`src/rtl/sh7034_itu_irq_arb.sv`:
```
// SH7034 ITU interrupt arbiter: samples the 15 ITU request lines, picks the
// highest-priority unmasked source and presents it to the CPU with a req/ack handshake.
module sh7034_itu_irq_arb #(
    parameter int unsigned ACK_HOLD = 2,
    parameter logic [7:0]  VEC_BASE = 8'd80
) (
    input  logic        CLK,
    input  logic        RST,
    input  logic        CE_R,
    input  logic [4:0]  IMIA_IRQ,
    input  logic [4:0]  IMIB_IRQ,
    input  logic [4:0]  OVI_IRQ,
    input  logic [19:0] ITU_PRI,
    input  logic [3:0]  INT_MASK,
    input  logic        INT_ACK,
    output logic        INT_REQ,
    output logic [3:0]  INT_LVL,
    output logic [7:0]  INT_VEC
);

    localparam int unsigned NCH  = 5;
    localparam int unsigned NSRC = 3;
    localparam int unsigned PW   = 4;
    localparam int unsigned CHW  = 3;
    localparam int unsigned SRW  = 2;
    localparam int unsigned CNTW = 4;
    localparam int unsigned VW   = 8;

    typedef enum logic [1:0] {
        S_IDLE = 2'd0,
        S_PEND = 2'd1,
        S_HOLD = 2'd2
    } state_t;

    state_t                r_state, w_state_nxt;
    logic [NCH-1:0]        r_imia, r_imib, r_ovi;
    logic [NCH*PW-1:0]     r_pri;
    logic                  r_req, w_req_nxt;
    logic [PW-1:0]         r_lvl, w_lvl_nxt;
    logic [VW-1:0]         r_vec, w_vec_nxt;
    logic [CHW-1:0]        r_ch, w_ch_nxt;
    logic [SRW-1:0]        r_src, w_src_nxt;
    logic [CNTW-1:0]       r_cnt, w_cnt_nxt;

    logic [NCH-1:0]            w_ch_en;
    logic [NSRC-1:0][NCH-1:0]  w_cand;
    logic                      w_any;
    logic [PW-1:0]             w_lvl;
    logic [CHW-1:0]            w_ch;
    logic [SRW-1:0]            w_src;
    logic [VW-1:0]             w_vec;
    logic                      w_pres_ok;

    // A channel competes only when enabled and above the CPU mask
    always_comb begin
        w_ch_en = '0;
        for (int ch = 0; ch < int'(NCH); ch++) begin
            w_ch_en[ch] = (r_pri[PW*ch +: PW] != '0) && (r_pri[PW*ch +: PW] > INT_MASK);
        end
    end

    assign w_cand[0] = r_imia & w_ch_en;
    assign w_cand[1] = r_imib & w_ch_en;
    assign w_cand[2] = r_ovi  & w_ch_en;

    // Scan order (channel ascending, IMIA/IMIB/OVI) with strict '>' resolves ties
    always_comb begin
        w_any = 1'b0;
        w_lvl = '0;
        w_ch  = '0;
        w_src = '0;
        for (int ch = 0; ch < int'(NCH); ch++) begin
            for (int src = 0; src < int'(NSRC); src++) begin
                if (w_cand[src][ch] && (r_pri[PW*ch +: PW] > w_lvl)) begin
                    w_any = 1'b1;
                    w_lvl = r_pri[PW*ch +: PW];
                    w_ch  = CHW'(ch);
                    w_src = SRW'(src);
                end
            end
        end
    end

    assign w_vec     = VW'(VEC_BASE + VW'({w_ch, 2'b00}) + VW'(w_src));
    assign w_pres_ok = w_cand[r_src][r_ch];

    // Next-state and next-output decode
    always_comb begin
        w_state_nxt = r_state;
        w_req_nxt   = r_req;
        w_lvl_nxt   = r_lvl;
        w_vec_nxt   = r_vec;
        w_ch_nxt    = r_ch;
        w_src_nxt   = r_src;
        w_cnt_nxt   = r_cnt;
        case (r_state)
            S_IDLE: begin
                if (w_any) begin
                    w_req_nxt   = 1'b1;
                    w_lvl_nxt   = w_lvl;
                    w_vec_nxt   = w_vec;
                    w_ch_nxt    = w_ch;
                    w_src_nxt   = w_src;
                    w_state_nxt = S_PEND;
                end
            end
            S_PEND: begin
                if (INT_ACK) begin
                    w_req_nxt   = 1'b0;
                    w_cnt_nxt   = CNTW'(ACK_HOLD);
                    w_state_nxt = S_HOLD;
                end else if (!w_pres_ok) begin
                    if (w_any) begin
                        w_lvl_nxt = w_lvl;
                        w_vec_nxt = w_vec;
                        w_ch_nxt  = w_ch;
                        w_src_nxt = w_src;
                    end else begin
                        w_req_nxt   = 1'b0;
                        w_lvl_nxt   = '0;
                        w_vec_nxt   = '0;
                        w_ch_nxt    = '0;
                        w_src_nxt   = '0;
                        w_state_nxt = S_IDLE;
                    end
                end else if (w_lvl > r_lvl) begin
                    w_lvl_nxt = w_lvl;
                    w_vec_nxt = w_vec;
                    w_ch_nxt  = w_ch;
                    w_src_nxt = w_src;
                end
            end
            S_HOLD: begin
                if (r_cnt <= CNTW'(1)) begin
                    w_cnt_nxt   = '0;
                    w_state_nxt = S_IDLE;
                end else begin
                    w_cnt_nxt = r_cnt - CNTW'(1);
                end
            end
            default: begin
                w_state_nxt = S_IDLE;
            end
        endcase
    end

    // Sample stage and arbiter state; everything advances only on CE_R
    always_ff @(posedge CLK) begin
        if (CE_R) begin
            if (RST) begin
                r_state <= S_IDLE;
                r_imia  <= '0;
                r_imib  <= '0;
                r_ovi   <= '0;
                r_pri   <= '0;
                r_req   <= 1'b0;
                r_lvl   <= '0;
                r_vec   <= '0;
                r_ch    <= '0;
                r_src   <= '0;
                r_cnt   <= '0;
            end else begin
                r_state <= w_state_nxt;
                r_imia  <= IMIA_IRQ;
                r_imib  <= IMIB_IRQ;
                r_ovi   <= OVI_IRQ;
                r_pri   <= ITU_PRI;
                r_req   <= w_req_nxt;
                r_lvl   <= w_lvl_nxt;
                r_vec   <= w_vec_nxt;
                r_ch    <= w_ch_nxt;
                r_src   <= w_src_nxt;
                r_cnt   <= w_cnt_nxt;
            end
        end
    end

    assign INT_REQ = r_req;
    assign INT_LVL = r_lvl;
    assign INT_VEC = r_vec;

endmodule
```
`config.mk`:
```
export PLATFORM = sky130hd
export DESIGN_NAME = sh7034_itu_irq_arb
export DESIGN_NICKNAME = d
export VERILOG_FILES = /design/src/rtl/sh7034_itu_irq_arb.sv
export SDC_FILE = /design/constraint.sdc
export NUM_CORES = 1
export LEC_CHECK = 0
export BUFFER_PORTS_ARGS = -buffer_cell sky130_fd_sc_hd__buf_2
export CAP_MARGIN = 20
export CORE_MARGIN = 5
export CORE_UTILIZATION = 34
export DETAILED_ROUTE_END_ITERATION = 7
export PLACE_DENSITY_LB_ADDON = 0.15
export SETUP_SLACK_MARGIN = 0.15
export SLEW_MARGIN = 15
export SYNTH_ARGS = -nofsm -noshare
export SYNTH_HDL_FRONTEND = slang
export SYNTH_SLANG_ARGS = --single-unit
```
`constraint.sdc`:
```
create_clock -name CLK -period 22.5 [get_ports CLK]
set_input_delay 2.25 -clock CLK [delete_from_list [all_inputs] [get_ports CLK]]
set_output_delay 2.25 -clock CLK [all_outputs]
set_load 0.05 [all_outputs]
```
==> flow_summary.ini, run 1 <==
[global_route]
grt_max_degree = 56
track_usage_pct = 18.9
antenna_found_initial = 0
grt_pass1_vias = 5528
overflow = 0
grt_pass1_wl_um = 28300

[synthesis]
avgSynthCellArea_sq_um = 9.01
yosysUniqueCellTypes = 80
ys.flop_type = edfxtp_1
yosysSeqAreaShare_pct = 28.9
synth_common_cells = 66 x ha_1, 53 x edfxtp_1, 50 x nor2b_1
synth_top_area_share_pct = 28.9
synth_area_sq_um = 5520
synthXorXnorAreaFrac_pct = 0.476
yosys_warnings = 0
synth_top_family_by_area = simple AND/OR/NAND/NOR gates
synth_enable_flop_cells = 53
muxShareOfSynthArea_pct = 5.87
synth_top_area_cell = edfxtp_1
synthCells = 612
yosys_register_bits = 53
synth_compound_area_share_pct = 22.6
synth_nets = 721
synth_simple_gate_area_share_pct = 22.7
async_reset_ff_share_pct = 0
synth_adder_area_share_pct = 15.0
yosysMostFrequentCell = ha_1
synthTopCellsByArea = edfxtp_1 29%, ha_1 15%, nor2b_1 5.7%, mux2_2 3.5%, o21ai_0 3.4%

[worst_setup_path]
start_kind = primary input
cp.required_ns = 22.53
worst_r2r_endpoint = INT_LVL[2]
r2r_slack_ns = 1.53
path_max_fanout = 6
crit_slowest_cell = or4b_4
critPathArrivalTime_ns = 22.42
criticalPathCategory = primary input to flop
crit_path_end_kind = flop
worstReg2RegStart = r_pri[1]
cp_common_cell = ha_4
r2r_cells = 121
critPathMaxStageDelay_ns = 0.50

[clock_tree]
root_buffer = clkbuf_16
clock_latency_ns = 0.31
cts_tree = built
cts_buffers = 5
clock_path_buffers = 2
cts_hold_buffers = 0
path_clk_slew_ns = 0.08
h-tree-depth = 2
cts_sinks = 53

[hold_path]
hold_class = flop to flop
hp-start = r_cnt[0]
holdPathStages = 1
min_delay_worst_endpoint = r_cnt[0]

[floorplanning]
die_w_um = 137
row_count = 46
core_sq_um = 15900
die_area_sq_um = 18900
chipHeight_um = 137
ios = 56
start_util_pct = 34.7

[sta]
setup_violations = 0
worst_hold_slack_ns = 0.641
max_freq_ghz = 0.0447
rsz0062_at_grt = yes
slew_headroom_pct = 27.1
fin_skew_ns = 0.00542
hold_viol = 0
drv_slew = 0
fin_crit_sh_pct = 99.5
fin_crit_ns = 22.39
worstMarginPinSlew_ns = 1.09
worst_slack_ns = 0.108

[cells_and_area]
multi_input_area_sq_um = 4570
stdcell_count = 1032
seq_area_sq_um = 1590
final_nets = 924
fill_cells = 1448
area_delta_synth_final_pct = 50.6
drive_gt1_share_pct = 49.0
n_antenna_cell = 0
finalInstanceArea_sq_um = 8310

[placement]
portBuffers = 54
place_ws_ns = -1.06
dpl.cell_count = 967
placed_area_sq_um = 6790
gp_congestion = 0.869
hpwl_um = 13200

[routing]
routed_wirelength_um = 18900
vias = 5623
via_per_inst = 5.45
drt-wirelength-per-cell_um = 18.3
first_pass_iters = 5
drc = 0
ant_nets = 0
drtIter0Drc = 395

[outcome]
status = finished, final reports clean

[power_and_ir_drop]
ir_drop_uv = 98.5
powerDensity_nw_per_um2 = 120
p_leak_uw = 0.00343
total_power_uw = 997

[flow_run]
drv_cap = 0
==> critical path, delay by kind of cell <==
kind / cells / cell delay (ns)
AOI/OAI and AO/OA: 53 / 8.49
adders and majority gates: 14 / 3.73
buffers and inverters: 16 / 1.75
muxes: 5 / 1.22
and+or+nand+nor: 35 / 4.92
==> registers in the layout (all words and copies together), names as in the netlist <==
signal and count:
r_ovi 5, r_imia 5, r_imib 5, INT_REQ 1, INT_VEC 7, r_pri 20, INT_LVL 4, r_state 2
r_cnt 4
==> layout by cell type (no fill, tap or decap), types with 8 or more instances in the layout <==
| cell | instances |
|---|---|
| a21oi_1 | 25 |
| nand2_1 | 30 |
| ha_1 | 39 |
| ha_4 | 23 |
| buf_6 | 10 |
| inv_2 | 12 |
| mux2_4 | 11 |
| o21ai_0 | 18 |
| nor3_2 | 8 |
| nand3_1 | 21 |
| mux2i_1 | 9 |
| nor3_1 | 13 |
| nor2b_4 | 8 |
| o21ai_1 | 8 |
| o21ai_2 | 14 |
| nor2b_1 | 42 |
| a21oi_2 | 11 |
| edfxtp_1 | 53 |
| o21ai_4 | 8 |
| buf_2 | 53 |
| inv_1 | 32 |
| nor2_1 | 36 |
| buf_4 | 144 |
==> what timing repair did <==
action	4_1_cts	5_1_grt
pin swaps	18	92
setup buffers	21	36
gates cloned	1	0
setup endpoints to repair	11	25
gates resized for setup	54	148
==> worst max path at each step <==
| stage | startpoint | end | slack [ns] | cells past startpoint |
|---|---|---|---|---|
| floorplan | INT_MASK[3] | INT_LVL[0] | 0.16 | 117 |
| global placement | INT_MASK[2] | INT_LVL[0] | -0.68 | 118 |
| detailed placement | INT_MASK[2] | INT_LVL[1] | -1.06 | 118 |
| finish | INT_MASK[1] | INT_LVL[2] | 0.11 | 123 |
| global route | INT_MASK[1] | INT_LVL[2] | -0.94 | 126 |
| CTS | INT_MASK[1] | INT_VEC[5] | 0.16 | 117 |
==> layout make-up <==
class	count	share of cell area (%)
well taps	216	3.25
flip-flops and latches	53	19.2
repair buffers	210	18.3
clock buffers	5	1.51
multi-input cells	497	55.0
clock inverters	3	0.572
inverters	48	2.29
==> power breakdown <==
group,total [uW],switching (uW),internal [uW]
logic,754,373,381
registers,147,20.5,127
clock network,95.3,41.8,53.5
total,997,435,562
==> routing by layer <==
layer | up-vias | GRT usage, % | share of wire (%)
met4 | 0 | 5.71 | 2.0
met5 | - | 0 | 0
met2 | 149 | 32.4 | 50
met1 | 2725 | 24.3 | 44
met3 | 40 | 3.29 | 3.9
li1 | 2709 | - | -
==> cells by family (layout without fill, tap and decap cells) <==
| logic type | Yosys count | in the layout |
|---|---|---|
| DFF | 53 | 53 |
| AOI/OAI and AO/OA | 167 | 167 |
| and+or+nand+nor | 231 | 231 |
| muxes | 29 | 29 |
| other | 1 | 1 |
| buffers and inverters | 62 | 266 |
| adders and majority gates | 66 | 66 |
| xor gates and xnor gates | 3 | 3 |
==> metrics by stage <==
| stage | TNS, ns | utilization, % |
|---|---|---|
| floorplan | 0 | - |
| global placement | -7.52 | 42.7 |
| detailed placement | -11.68 | 42.7 |
| CTS | 0 | 46.1 |
| global route | -9.98 | 52.3 |
| finish | 0 | 52.3 |
Power figures use the tool's default switching activity.
==> inputs of run 2 (changes only) <==
--- a/config.mk
+++ b/config.mk
@@ -6,7 +6,6 @@
 export NUM_CORES = 1
 export LEC_CHECK = 0
 export BUFFER_PORTS_ARGS = -buffer_cell sky130_fd_sc_hd__buf_2
-export CAP_MARGIN = 20
 export CORE_MARGIN = 5
 export CORE_UTILIZATION = 34
 export DETAILED_ROUTE_END_ITERATION = 7
==> constraint.sdc (replaced) <==
create_clock -name CLK -period 28.5 [get_ports CLK]
set_input_delay 2.85 -clock CLK [delete_from_list [all_inputs] [get_ports CLK]]
set_output_delay 2.85 -clock CLK [all_outputs]
set_load 0.05 [all_outputs]
==> flow_summary.ini, run 2 (synthesis results as in run 1) <==
[clock_tree]
cts_tree = built
cts_buffers = 5
cts_sinks = 53
clock_latency_ns = 0.31
path_clk_slew_ns = 0.08
clock_path_buffers = 2
root_buffer = clkbuf_16
h-tree-depth = 2
cts_hold_buffers = 0

[routing]
drc = 0
drt-wirelength-per-cell_um = 18.3
vias = 4885
routed_wirelength_um = 16000
ant_nets = 0
drtIter0Drc = 204
first_pass_iters = 5
via_per_inst = 5.58

[cells_and_area]
drive_gt1_share_pct = 18.2
final_nets = 768
largest_register_ffs = 20
area_delta_synth_final_pct = 12.3
final_common_cell = ha_1
n_antenna_cell = 0
final_cell_mix = 66 x ha_1, 54 x buf_2, 53 x edfxtp_1
final_util_pct = 39.0
largest_register = r_pri

[placement]
gp_congestion = 0.947
hpwl_um = 12600
portBuffers = 54

[worst_setup_path]
path_buf_inv = 9
r2r_cells = 116
crit_path_end_kind = flop
path_max_fanout = 11
start_kind = primary input
critPathArrivalTime_ns = 26.25
worstReg2RegStart = r_pri[1]
critPathTopFamily = compound AO/OA/AOI/OAI gates
criticalPathCategory = primary input to flop
critPathMaxStageDelay_ns = 0.55
cp_common_cell = ha_1
r2r_slack_ns = 4.50
worst_r2r_endpoint = INT_VEC[2]
cp.required_ns = 28.45
crit_slowest_cell = a311oi_1

[sta]
hold_viol = 0
worstMarginPinSlew_ns = 1.03
fin_crit_sh_pct = 92.3
slew_headroom_pct = 31.1
drv_slew = 0
rsz0062_at_grt = no
fin_crit_ns = 26.30
final.setup.tns_ns = 0
fin_skew_ns = 0.00790
setup_violations = 0
max_freq_ghz = 0.0380

[power_and_ir_drop]
powerDensity_nw_per_um2 = 84.7
p_leak_uw = 0.00249
ir_drop_uv = 61.6

[hold_path]
min_delay_worst_endpoint = r_cnt[0]
hp-start = r_cnt[0]
holdPathStages = 1
hold_class = flop to flop

[floorplanning]
die_area_sq_um = 18900
ios = 56
row_count = 46
chipHeight_um = 137
die_w_um = 137
start_util_pct = 34.7
core_sq_um = 15900

[global_route]
track_usage_pct = 17.1
grt_max_degree = 56
grt_pass1_vias = 4910
antenna_found_initial = 0
grt_pass1_wl_um = 25300
overflow = 0

[outcome]
status = finished, final reports clean

[flow_run]
drv_cap = 0
[run 2: changes by cell type in the layout (fill, tap and decap cells not counted), moves of 11 or more]
cell     change
o21ai_0     +20
inv_1       +16
inv_2       -12
ha_4        -23
mux2_4      -11
mux2_2      +11
ha_1        +27
buf_4      -144
[run 2: layout make-up]
cell class	count	area, sq um
Timing Repair Buffer	54	270
Tap cell	216	270
Inverter	48	180
Multi-Input combinational cell	497	3710
Clock inverter	3	50.0
Sequential cell	53	1590
Clock buffer	5	125
Fill cell	1652	9690
[run 2: worst max path at each step]
stage                      from         end  depth (start not counted)
floorplan           INT_MASK[3]  INT_LVL[0]                        118
CTS                 INT_MASK[3]  INT_VEC[2]                        117
global route        INT_MASK[1]  INT_VEC[2]                        117
finish              INT_MASK[2]  INT_VEC[2]                        117
global placement    INT_MASK[2]  INT_LVL[1]                        114
detailed placement  INT_MASK[2]  INT_LVL[2]                        118
[run 2: report_power, final]
part / internal (uW) / total, uW / switching [uW] / leakage, uW
clock network: 42.4 / 75.4 / 33.0 / 0.0000859
logic: 129 / 335 / 207 / 0.00189
registers: 100 / 114 / 13.9 / 0.000514
[run 2: repair_timing]
action                                  4_1_cts  5_1_grt
endpoints found under the setup margin        0       11
buffers inserted                              0        0
resized for setup                             0        3
[run 2: through the flow]
step                      setup WS, ns  power (uW)  area, sq um  std cells  hold WS [ns]
after floorplan                   5.10         367         5520        612         0.584
after global placement            1.98         440         5990        868         0.618
after detailed placement          1.61         447         6000        868         0.631
after CTS                         1.90         526         6170        876         0.641
after global routing             0.353         570         6200        876         0.660
final                             2.20         525         6200        876         0.633
[run 2: layer usage]
layer  global-route usage [%]  part of all wire (%)  vias to the layer above
li1                         -                     -                     2399
met1                     21.8                    44                     2332
met2                     29.3                    49                      133
met3                     2.89                   4.7                       21
met4                     5.71                   1.8                        0
met5                        0                     0                        -
==> inputs of run 3 (changes only) <==
--- a/config.mk
+++ b/config.mk
@@ -7,10 +7,11 @@
 export LEC_CHECK = 0
 export BUFFER_PORTS_ARGS = -buffer_cell sky130_fd_sc_hd__buf_2
 export CORE_MARGIN = 5
-export CORE_UTILIZATION = 34
+export CORE_UTILIZATION = 33
 export DETAILED_ROUTE_END_ITERATION = 7
 export PLACE_DENSITY_LB_ADDON = 0.15
 export SETUP_SLACK_MARGIN = 0.15
+export SKIP_CTS_REPAIR_TIMING = 1
 export SLEW_MARGIN = 15
 export SYNTH_ARGS = -nofsm -noshare
 export SYNTH_HDL_FRONTEND = slang
==> flow_summary.ini, run 3 (synthesis results as in run 1) <==
[cells_and_area]
largest_register = r_pri
final_cell_mix = 66 x ha_1, 54 x buf_2, 53 x edfxtp_1
final_nets = 769
finalInstanceArea_sq_um = 6190
final_common_cell = ha_1
stdcell_count = 881
largest_register_ffs = 20
drive_gt1_share_pct = 18.2
fill_cells = 1710
n_antenna_cell = 0
area_delta_synth_final_pct = 12.2

[clock_tree]
cts_tree = built
clock_path_buffers = 2
clock_latency_ns = 0.30
cts_buffers = 5
cts_sinks = 53
path_clk_slew_ns = 0.07
h-tree-depth = 2
root_buffer = clkbuf_16

[global_route]
grt_max_degree = 56
overflow = 0
antenna_found_initial = 0
track_usage_pct = 15.6
grt_pass1_wl_um = 25200
grt_pass1_vias = 4926

[routing]
drc = 0
routed_wirelength_um = 15500
vias = 4878
ant_nets = 0
first_pass_iters = 5
drt-wirelength-per-cell_um = 17.5
via_per_inst = 5.54
drtIter0Drc = 245

[power_and_ir_drop]
total_power_uw = 518
intPower_uw = 271
ir_drop_uv = 50.1
p_sw_uw = 248
p_seq_share_pct = 22.1
p_leak_uw = 0.00249
power_frac_comb_pct = 64.3
pwr-share-clk_pct = 13.7
powerDensity_nw_per_um2 = 83.7
swShare_pct = 47.8

[floorplanning]
die_area_sq_um = 19400
row_count = 47
start_util_pct = 33.5
core_sq_um = 16500
chipHeight_um = 139
die_w_um = 139
ios = 56

[sta]
final.setup.tns_ns = 0
worstMarginPinSlew_ns = 1.03
fin_skew_ns = 0.00814
setup_violations = 0
max_freq_ghz = 0.0383
hold_viol = 0
drv_slew = 0
slew_headroom_pct = 31.3
fin_crit_ns = 26.14
fin_crit_sh_pct = 91.7
rsz0062_at_grt = no

[worst_setup_path]
cp.required_ns = 28.55
cp_common_cell = ha_1
path_max_fanout = 11
crit_start = INT_MASK[3]
r2r_slack_ns = 4.64
crit_slowest_cell = o41ai_1
r2r_cells = 117
worst_r2r_endpoint = INT_VEC[3]
critPathMaxStageDelay_ns = 0.52
criticalPathCategory = primary input to flop
crit_path_end_kind = flop
worstReg2RegStart = r_pri[1]
start_kind = primary input
critPathArrivalTime_ns = 26.19
crit_end = INT_VEC[3]

[placement]
hpwl_um = 12200
portBuffers = 54
gp_congestion = 0.914
dpl.cell_count = 873
placed_area_sq_um = 6010

[hold_path]
hold_class = flop to flop

[flow_run]
drv_cap = 0

[outcome]
status = finished, final reports clean
run 3: changes by cell type in the layout (fill, tap and decap cells not counted), sizes merged:
cell / previous run / this run
buf: 54 / 55
clkinvlp: 0 / 1
inv: 49 / 48
run 3: worst min-delay path by stage:
stage	slack, ns	depth (start not counted)	endpoint	from
2_1_floorplan	0.58	1	r_cnt[0]	r_cnt[0]
3_3_place_gp	0.61	1	r_cnt[0]	r_cnt[0]
3_5_place_dp	0.62	1	r_cnt[0]	r_cnt[0]
4_1_cts	0.63	1	r_cnt[0]	r_cnt[0]
5_1_grt	0.65	1	r_cnt[0]	r_cnt[0]
6_report	0.63	1	r_cnt[0]	r_cnt[0]
run 3: final cells by class:
class | count | area, sq um | share of cell area [%]
clock buffer | 5 | 125 | 2.02
multi-input combinational | 497 | 3700 | 59.8
sequential | 53 | 1590 | 25.7
tap | 220 | 275 | 4.45
timing repair buffer | 55 | 278 | 4.49
inverter | 48 | 180 | 2.91
clock inverter | 3 | 41.3 | 0.667
run 3: worst max-delay path: cells and delay by family:
kind / cells / cell delay (ns)
AOI/OAI and AO/OA: 51 / 10.01
and+or+nand+nor: 36 / 6.00
adders and majority gates: 15 / 4.06
muxes: 6 / 2.08
buffers and inverters: 10 / 1.12
run 3: metal layers:
metal,up-vias,global-route usage [%],share of wire [%]
met2,117,26.6,48
met3,18,1.65,3.6
met4,0,4.02,1.5
met1,2345,21.3,47
met5,-,0,0
li1,2398,-,-
run 3: power groups by stage:
stage          Sequential, uW  Combinational [uW]  Clock [uW]
2_1_floorplan             126                 241           0
3_3_place_gp              116                 322           0
3_5_place_dp              116                 328           0
4_1_cts                   114                 331        72.9
5_1_grt                   116                 376        75.9
6_report                  114                 333        71.0
run 3: through the flow:
| stage | util, % | hold slack, ns | setup WS (ns) |
|---|---|---|---|
| after floorplan | - | 0.584 | 5.10 |
| after global placement | 36.5 | 0.614 | 2.34 |
| after detailed placement | 36.5 | 0.623 | 1.93 |
| after CTS | 37.5 | 0.634 | 2.14 |
| after global routing | 37.6 | 0.651 | 0.256 |
| final | 37.6 | 0.627 | 2.36 |
